<file path="src/rtl/alu_pkg.sv">
// Shared definitions for the logic-ALU pipeline: operation encoding and its width.
package alu_pkg;

    localparam int unsigned ALU_LOG_OP_WIDTH = 3;

    typedef enum logic [ALU_LOG_OP_WIDTH-1:0] {
        ALU_LOG_AND   = 3'd0,
        ALU_LOG_OR    = 3'd1,
        ALU_LOG_XOR   = 3'd2,
        ALU_LOG_NOR   = 3'd3,
        ALU_LOG_BIC   = 3'd4,
        ALU_LOG_ORN   = 3'd5,
        ALU_LOG_EON   = 3'd6,
        ALU_LOG_PASSB = 3'd7
    } alu_log_op_e;

endpackage

</file>
<file path="src/rtl/alu_pipe_stage.sv">
// Single valid/ready register slice: loads whenever it is empty or its consumer takes the
// current contents, so a chain of these streams one beat per cycle with no bubbles.
module alu_pipe_stage #(
    parameter int unsigned      WIDTH      = 8,
    parameter logic [WIDTH-1:0] RESET_DATA = '0
) (
    input  logic             clk,
    input  logic             rst_n,
    input  logic             up_valid,
    output logic             up_ready_c,
    input  logic [WIDTH-1:0] up_data,
    output logic             dn_valid,
    input  logic             dn_ready,
    output logic [WIDTH-1:0] dn_data
);

    logic load_c;

    assign load_c     = !dn_valid || dn_ready;
    assign up_ready_c = load_c;

    // Payload only moves on a real upstream beat so an idle slot keeps its last value.
    always_ff @(posedge clk) begin
        if (!rst_n) begin
            dn_valid <= 1'b0;
            dn_data  <= RESET_DATA;
        end else if (load_c) begin
            dn_valid <= up_valid;
            if (up_valid) begin
                dn_data <= up_data;
            end
        end
    end

endmodule

</file>
<file path="src/rtl/alu_logic_pipe.sv">
// Two-stage bitwise logic ALU: S1 registers the operation, S2 registers the result with
// zero/negative flags and the caller's tag. Full valid/ready flow control on both sides.
module alu_logic_pipe
    import alu_pkg::*;
#(
    parameter int unsigned DATA_WIDTH = 64,
    parameter int unsigned TAG_WIDTH  = 4
) (
    input  logic                        clk,
    input  logic                        rst_n,
    input  logic                        in_valid,
    output logic                        in_ready,
    input  logic [DATA_WIDTH-1:0]       in_a,
    input  logic [DATA_WIDTH-1:0]       in_b,
    input  logic [ALU_LOG_OP_WIDTH-1:0] in_op,
    input  logic [TAG_WIDTH-1:0]        in_tag,
    output logic                        out_valid,
    input  logic                        out_ready,
    output logic [DATA_WIDTH-1:0]       out_result,
    output logic                        out_zero,
    output logic                        out_neg,
    output logic [TAG_WIDTH-1:0]        out_tag
);

    typedef struct packed {
        logic [DATA_WIDTH-1:0] a;
        logic [DATA_WIDTH-1:0] b;
        alu_log_op_e           op;
        logic [TAG_WIDTH-1:0]  tag;
    } op_pkt_t;

    typedef struct packed {
        logic [DATA_WIDTH-1:0] result;
        logic                  zero;
        logic                  neg;
        logic [TAG_WIDTH-1:0]  tag;
    } res_pkt_t;

    localparam int unsigned OP_PKT_W  = $bits(op_pkt_t);
    localparam int unsigned RES_PKT_W = $bits(res_pkt_t);

    // An empty result register reads as a zero result: flag zero set, tag cleared.
    localparam logic [RES_PKT_W-1:0] RES_RESET = {DATA_WIDTH'(0), 1'b1, 1'b0, TAG_WIDTH'(0)};

    op_pkt_t               s1_in;
    op_pkt_t               s1_q;
    logic                  s1_valid;
    logic                  s1_ready_c;
    res_pkt_t              s2_in;
    res_pkt_t              s2_q;
    logic                  s2_valid;
    logic                  s2_ready_c;
    logic [DATA_WIDTH-1:0] logic_c;

    assign s1_in.a   = in_a;
    assign s1_in.b   = in_b;
    assign s1_in.op  = alu_log_op_e'(in_op);
    assign s1_in.tag = in_tag;

    // Ready is forced low while reset is asserted so nothing is offered acceptance then.
    assign in_ready = rst_n && s1_ready_c;

    alu_pipe_stage #(
        .WIDTH      (OP_PKT_W),
        .RESET_DATA (OP_PKT_W'(0))
    ) u_s1 (
        .clk        (clk),
        .rst_n      (rst_n),
        .up_valid   (in_valid),
        .up_ready_c (s1_ready_c),
        .up_data    (s1_in),
        .dn_valid   (s1_valid),
        .dn_ready   (s2_ready_c),
        .dn_data    (s1_q)
    );

    // Operation decode between the two register stages.
    always_comb begin
        logic_c = s1_q.b;
        case (s1_q.op)
            ALU_LOG_AND:   logic_c = s1_q.a & s1_q.b;
            ALU_LOG_OR:    logic_c = s1_q.a | s1_q.b;
            ALU_LOG_XOR:   logic_c = s1_q.a ^ s1_q.b;
            ALU_LOG_NOR:   logic_c = ~(s1_q.a | s1_q.b);
            ALU_LOG_BIC:   logic_c = s1_q.a & ~s1_q.b;
            ALU_LOG_ORN:   logic_c = s1_q.a | ~s1_q.b;
            ALU_LOG_EON:   logic_c = s1_q.a ^ ~s1_q.b;
            ALU_LOG_PASSB: logic_c = s1_q.b;
            default:       logic_c = s1_q.b;
        endcase
    end

    assign s2_in.result = logic_c;
    assign s2_in.zero   = (logic_c == '0);
    assign s2_in.neg    = logic_c[DATA_WIDTH-1];
    assign s2_in.tag    = s1_q.tag;

    alu_pipe_stage #(
        .WIDTH      (RES_PKT_W),
        .RESET_DATA (RES_RESET)
    ) u_s2 (
        .clk        (clk),
        .rst_n      (rst_n),
        .up_valid   (s1_valid),
        .up_ready_c (s2_ready_c),
        .up_data    (s2_in),
        .dn_valid   (s2_valid),
        .dn_ready   (out_ready),
        .dn_data    (s2_q)
    );

    assign out_valid  = s2_valid;
    assign out_result = s2_q.result;
    assign out_zero   = s2_q.zero;
    assign out_neg    = s2_q.neg;
    assign out_tag    = s2_q.tag;

endmodule

</file>
<file path="config.mk">
export PLATFORM = sky130hd
export DESIGN_NAME = alu_logic_pipe
export DESIGN_NICKNAME = d
export VERILOG_FILES = /design/src/rtl/alu_pkg.sv /design/src/rtl/alu_pipe_stage.sv /design/src/rtl/alu_logic_pipe.sv
export SDC_FILE = /design/constraint.sdc
export NUM_CORES = 1
export LEC_CHECK = 0
export ABC_AREA = 1
export BUFFER_PORTS_ARGS = -buffer_cell sky130_fd_sc_hd__buf_4
export CELL_PAD_IN_SITES_DETAIL_PLACEMENT = 1
export CELL_PAD_IN_SITES_GLOBAL_PLACEMENT = 2
export CORE_UTILIZATION = 32
export CTS_BUF_LIST = sky130_fd_sc_hd__clkbuf_8
export CTS_CLUSTER_SIZE = 25
export DETAILED_ROUTE_END_ITERATION = 12
export GPL_ROUTABILITY_DRIVEN = 0
export GPL_TIMING_DRIVEN = 1
export PLACE_DENSITY = 0.88
export SLEW_MARGIN = 20
export SYNTH_ARGS = -nofsm -noshare
export SYNTH_HDL_FRONTEND = slang
export SYNTH_SLANG_ARGS = --single-unit
</file>
<file path="constraint.sdc">
create_clock -name clk -period 3.2 [get_ports clk]
set_input_delay 0 -clock clk [delete_from_list [all_inputs] [get_ports clk]]
set_output_delay 0 -clock clk [all_outputs]
set_load 0.02 [all_outputs]
</file>
==> results of run 1 <==
-- state kept, by name, summed over array words and instances, names as in the netlist --
name           count
u_s1.dn_data     135
u_s1.dn_valid      1
u_s2.dn_data      69
u_s2.dn_valid      1
-- power groups by stage --
stage	Combinational, mW	Clock [mW]	Sequential (mW)
after floorplan	1.06	0	3.02
after global placement	1.75	0	2.99
after detailed placement	1.80	0	3.00
after CTS	1.99	2.99	2.95
after global routing	2.23	3.11	2.98
final	2.01	2.91	2.95
-- final cells by class --
cell class / instances / area, µm²
fill: 5216 / 21440
multi-input combinational: 1702 / 7426
sequential: 206 / 4128
timing repair buffer: 420 / 3726
clock buffer: 54 / 743.2
inverter: 180 / 678.2
tap: 518 / 648.1
clock inverter: 18 / 128.9
antenna: 1 / 2.502
-- cell families after synthesis --
kind of cell           Yosys count
AND/OR/NAND/NOR               1284
AO/OA/AOI/OAI                  414
buffers and inverters          313
flip-flops                     206
XOR/XNOR                         4
-- layout by cell type (no fill, tap or decap), types with 2 or more instances in the layout --
| cell type | instances |
|---|---|
| a21oi_1 | 149 |
| buf_12 | 10 |
| o211ai_1 | 8 |
| xnor2_1 | 3 |
| o21ai_0 | 248 |
| nor3_1 | 7 |
| inv_1 | 186 |
| nand3b_1 | 3 |
| dlygate4sd3_1 | 179 |
| nand3_1 | 240 |
| clkinv_2 | 6 |
| nand2_1 | 711 |
| clkbuf_8 | 54 |
| a21o_1 | 7 |
| inv_2 | 2 |
| dfxtp_1 | 205 |
| nand2_2 | 2 |
| nor2_1 | 283 |
| buf_4 | 231 |
| nor2_4 | 6 |
| bufinv_16 | 2 |
| nand4_1 | 31 |
-- worst max-delay path: cells and delay by family, from the launching register on --
family          cells  cell delay (ns)
buf+inv             1             0.33
flops               1             0.55
simple gates        7             1.35
compound gates      2             0.36
-- worst paths after layout --
kind                        start  cells past startpoint           endpoint  slack [ns]
hold reg to reg   u_s1.dn_data[0]                      2    u_s1.dn_data[0]        0.48
setup reg to reg  u_s1.dn_data[6]                     10    u_s2.dn_data[5]        0.56
hold / removal           in_a[36]                      4  u_s1.dn_data[107]        0.19
setup / recovery  u_s1.dn_data[6]                     10    u_s2.dn_data[5]        0.56
-- layer usage --
metal | vias up | global-route usage [%] | wire [µm]
li1 | 7831 | - | -
met4 | 0 | 9.740 | 1728
met2 | 345 | 46.17 | 26220
met3 | 98 | 3.887 | 2233
met1 | 7629 | 33.84 | 24470
met5 | - | 0 | 0
==> summary.txt, run 1 <==
status = completed
initial antenna violation count = 1
H-tree depth = 2
worst-skew pair later-pin latency = 0.61 ns
compound-gate portion of the synthesized area = 16.60%
DRC viols = 0
Slew headroom = 49.41%
Max-cap violations = 0
io pins = 211
dpl ws = 0.5631 ns
synthesized-area fraction occupied by adder cells = 0%
switching share of power = 33.99%
Tightest Pin Transition = 0.7580 ns
Worst-path clk slew = 0.06 ns
DPL Wire Length = 35570 µm
Max VDD drop = 0.1965 mV
Core ar. = 38920 µm²
root buffer cell = clkbuf_8
Worst Hold Margin = 0.1875 ns
syn nets = 2360
number of global-route vias before repair = 16110
post-CTS setup buffer count = 0
Area after DPL = 14810 µm²
CP cell instances = clkinv_2 > nand2_1 > o21ai_0 > nor2_1 > a21oi_1 > nor2_1 > nand2_1 > nor2_1 > nand3_1 > nand2_1
Post-synth top cells = nand2_1 (713), nor2_1 (285), o21ai_0 (248), nand3_1 (240), dfxtp_1 (206)
Synth Instances = 2221
skew final = 0.02581 ns
Finished Core Util = 44.92%
layout cells sized above 1 = 12.25%
CTS Buf Count = 42
Data arrival, critical path = 3.20 ns
# nets final = 2691
top post-synthesis cells by area = dfxtp_1 (32%), nand2_1 (21%), o21ai_0 (9.7%)
Max Fclk = 0.3782 GHz
Power, Total = 7.870 mW
die area = 40620 µm²
minimum clock period = 2.644 ns
Critical Path Start Type = register
number of port buffers = 210
CP max FO = 22
largest area contributor in the synthesized netlist = dfxtp_1
first-pass GRT wire length = 86910 µm
Logic pwr share = 25.5%
Critical Path RT = 3.76 ns
Yosys top cell area share = 32.36%
Starting DRT DRC Count = 901
final period utilization = 82.64%
Critical Path End Type = register
post-synthesis simple-gate area fraction = 41.04%
Post-CTS Resized = 0
top-count cell post-synth = nand2_1
Final setup viols = 0
Placed Cells = 2847
row count = 72
Synth Flop Type = dfxtp_1
Detail Route Antenna Nets = 0
Die Ht = 201.6 µm
CTS max path bufs = 3
sequential share of the synthesized area = 32.36%
P_leak = 8.654 nW
DR WL/cell = 17.63 µm
XOR/XNOR share of the synthesized area = 0.2749%
final setup margin = 0.5556 ns
Post-synth EDFFs = 0
main combinational cell family by area after synthesis = simple AND/OR/NAND/NOR gates
Net Switching = 2.675 mW
final hold violation count = 0
Slew Limit Fails = 0
Reg power frac = 37.5%
clock sinks = 206
YS warnings = 0
Area Growth Syn to Fin = 37.19%
post-synth cell types = 24
die width = 201.6 µm
Initial Utilization = 32.74%
via count = 15900
Crit Path Category = register to register
largest net degree at the start of global routing = 115
CP max stage cell = dfxtp_4
Setup TNS = 0 ns
post-synthesis register bit count = 206
Int Pwr = 5.195 mW
clock share of power = 36.9%
hold_buf cts = 179
WL final = 54650 µm
Worst Hold Class = primary input to register
Via density = 5.132
Non-Filler Instances = 3099
drt first pass iters = 5
synthesized cell area = 12740 µm²
critical path's largest stage delay = 0.55 ns
synthesized area per cell = 5.737 µm²
RSZ-0062 raised after global routing = false
asr flop ratio synth = 0%
GRT Total Usage = 26.83%
Overflow after GRT = 0
mux share of post-synthesis cell area = 0%
Design Area, Final = 17480 µm²
TritonCTS clock tree = yes
pwr/cell area = 450.2 nW/µm²
(Power assumes the default switching activity.)
==> run 2: changes to the inputs <==
Settings changed: ABC_AREA 1 to 0, CORE_UTILIZATION 32 to 34, PLACE_DENSITY 0.88 to 0.84.
Clock period 3.2 ns to 2.64 ns, I/O delays scaled along.
==> run 2 against run 1 <==
Compared with the run above: worst hold slack better by 0.092 ns; via count down 27%; non-clock buffer count increased by 17; critical path type unchanged; largest cell class unchanged; largest power group is now the clock network.
==> summary.txt, run 2 <==
status = completed
Max-cap violations = 0
Die Ht = 183.8 µm
Via density = 5.219
synthesized cell area = 11240 µm²
H-tree depth = 2
CP max FO = 33
row count = 66
Critical Path RT = 3.10 ns
skew final = 0.01480 ns
Synth Instances = 1404
Non-Filler Instances = 2227
reg2reg path depth = 9
Worst-path clk slew = 0.07 ns
CTS max path bufs = 3
sequential share of the synthesized area = 36.68%
root buffer cell = clkbuf_8
Crit Path Category = register to register
Area Growth Syn to Fin = 42.63%
RSZ-0062 raised after global routing = true
Power, Total = 8.929 mW
Reg power frac = 39.1%
clock share of power = 39.8%
top post-synthesis cells by area = dfxtp_1 (37%), nand2_1 (13%), a21boi_0 (10%)
initial antenna violation count = 0
Critical Path Start Type = register
drt first pass iters = 6
Most flops, register = u_s1.dn_data
Int Pwr = 6.316 mW
max reg flops = 135
Core ar. = 32540 µm²
WL final = 40830 µm
die width = 183.8 µm
post-synthesis register bit count = 206
hold_sp = in_b[48]
number of port buffers = 210
DPL Wire Length = 25190 µm
Max Fclk = 0.4007 GHz
Hold EP = u_s1.dn_data[55]
P_leak = 7.208 nW
Worst Hold Margin = 0.2790 ns
largest area contributor in the synthesized netlist = dfxtp_1
largest registers = u_s1.dn_data x135, u_s2.dn_data x69
WHS Path Cells = 4
Critical Path End Type = register
FF-to-FF Start = u_s1.dn_data[4]
Initial Utilization = 34.55%
Synth Flop Type = dfxtp_1
DRC viols = 0
io pins = 211
Placed Cells = 1971
Final setup viols = 0
minimum clock period = 2.495 ns
TritonCTS clock tree = yes
CTS Buf Count = 38
final hold violation count = 0
final period utilization = 94.53%
post-synth cell types = 42
Starting DRT DRC Count = 704
Overflow after GRT = 0
syn nets = 1543
first-pass GRT wire length = 62870 µm
Critical R2R Capture = u_s2.dn_data[5]
top-count cell post-synth = nand2_1
layout cells sized above 1 = 19.10%
final setup margin = 0.1445 ns
GRT Total Usage = 23.32%
number of global-route vias before repair = 12000
Data arrival, critical path = 2.96 ns
Slew headroom = 43.79%
worst-skew pair later-pin latency = 0.53 ns
# nets final = 1896
Tightest Pin Transition = 0.8325 ns
Yosys top cell area share = 36.68%
dpl ws = -0.1205 ns
die area = 33800 µm²
Post-synth top cells = nand2_1 (382), dfxtp_1 (206), a21boi_0 (153), clkbuf_1 (79), nor3_1 (64)
largest net degree at the start of global routing = 66
ANT cells = 0
switching share of power = 29.26%
Net Switching = 2.613 mW
Design Area, Final = 16030 µm²
DR WL/cell = 18.33 µm
met1 Use GR = 29.29%
Slew Limit Fails = 0
via count = 11620
GRT busiest layer = met2
Logic pwr share = 21.1%
YS warnings = 0
most frequent cells in the layout = nand2_1 (380), buf_4 (238), dfxtp_1 (203)
clock sinks = 206
commonest non-fill, non-tap cell in the layout = nand2_1
Detail Route Antenna Nets = 0
Max VDD drop = 0.2743 mV
Post-synth EDFFs = 0
asr flop ratio synth = 0%
pwr/cell area = 556.9 nW/µm²
worst reg-to-reg setup slack = 0.14 ns
Worst Hold Class = primary input to register
met3 global-route usage = 2.991%
Area after DPL = 13240 µm²
synthesized area per cell = 8.007 µm²
met2 usage = 40.92%
run 2: layout make-up:
class | instances | area, µm²
clock inverter | 14 | 138.9
fill | 3845 | 16500
multi-input combinational | 1074 | 6541
clock buffer | 54 | 743.2
tap | 442 | 553.0
sequential | 206 | 4135
timing repair buffer | 437 | 3923
run 2: how the worst max path moves through the flow:
| stage | startpoint | endpoint | depth (start not counted) | slack, ns |
|---|---|---|---|---|
| 2_1_floorplan | u_s1.dn_data[5] | u_s2.dn_data[5] | 10 | 0.66 |
| 3_3_place_gp | u_s1.dn_data[6] | u_s2.dn_data[5] | 9 | -0.1 |
| 3_5_place_dp | u_s1.dn_data[6] | u_s2.dn_data[5] | 9 | -0.12 |
| 4_1_cts | u_s1.dn_data[6] | u_s2.dn_data[5] | 9 | 0.0007 |
| 5_1_grt | u_s1.dn_data[6] | u_s2.dn_data[5] | 10 | -0.05 |
| 6_report | u_s1.dn_data[4] | u_s2.dn_data[5] | 9 | 0.14 |
run 2: kinds of logic (layout without fill, tap and decap cells):
| group | Yosys count | after routing | synth area share (%) |
|---|---|---|---|
| AOI/OAI and AO/OA | 351 | 351 | 23.84 |
| xor gates and xnor gates | 107 | 107 | 8.336 |
| adders and majority gates | 9 | 9 | 0.8014 |
| buffers and inverters | 126 | 505 | 5.888 |
| DFF | 206 | 206 | 36.68 |
| muxes | 1 | 1 | 0.08904 |
| and+or+nand+nor | 604 | 606 | 24.36 |
run 2: repair_timing:
item,CTS,global route
gates resized for setup,1,8
setup buffers,0,4
pin swaps,0,3
cloned,0,2
hold buffers,182,0
setup endpoints to repair,1,21
endpoints found under the hold margin,156,0
run 2: through the flow:
step | utilization (%) | setup TNS (ns)
5_1_grt | 49.28 | -0.05348
3_3_place_gp | 40.69 | -0.09619
2_1_floorplan | - | 0
6_report | 49.28 | 0
4_1_cts | 49.02 | 0
3_5_place_dp | 40.69 | -0.1205
run 2: power by group through the flow:
stage	combinational, mW	sequential [mW]	clock, mW
final	1.88	3.49	3.56
after global routing	2.05	3.51	3.78
after CTS	1.84	3.48	3.61
after detailed placement	1.62	3.55	0
after global placement	1.57	3.54	0
after floorplan	0.974	3.55	0
run 2: routing by layer:
layer | up-vias | share of wire, % | wire (µm)
li1 | 5592 | - | -
met1 | 5680 | 46 | 18600
met2 | 279 | 48 | 19650
met3 | 71 | 3.7 | 1517
met4 | 0 | 2.6 | 1070
met5 | - | 0 | 0
run 2: worst max-delay path, stage by stage, from the launching register on:
cell and delay (ns):
dfxtp_4 0.40, buf_12 0.18, xnor2_2 0.36, buf_4 0.30
nor3_1 0.07, a21oi_1 0.12, a31oi_1 0.16, nor4_1 0.36
nand4_1 0.25, o211ai_2 0.21
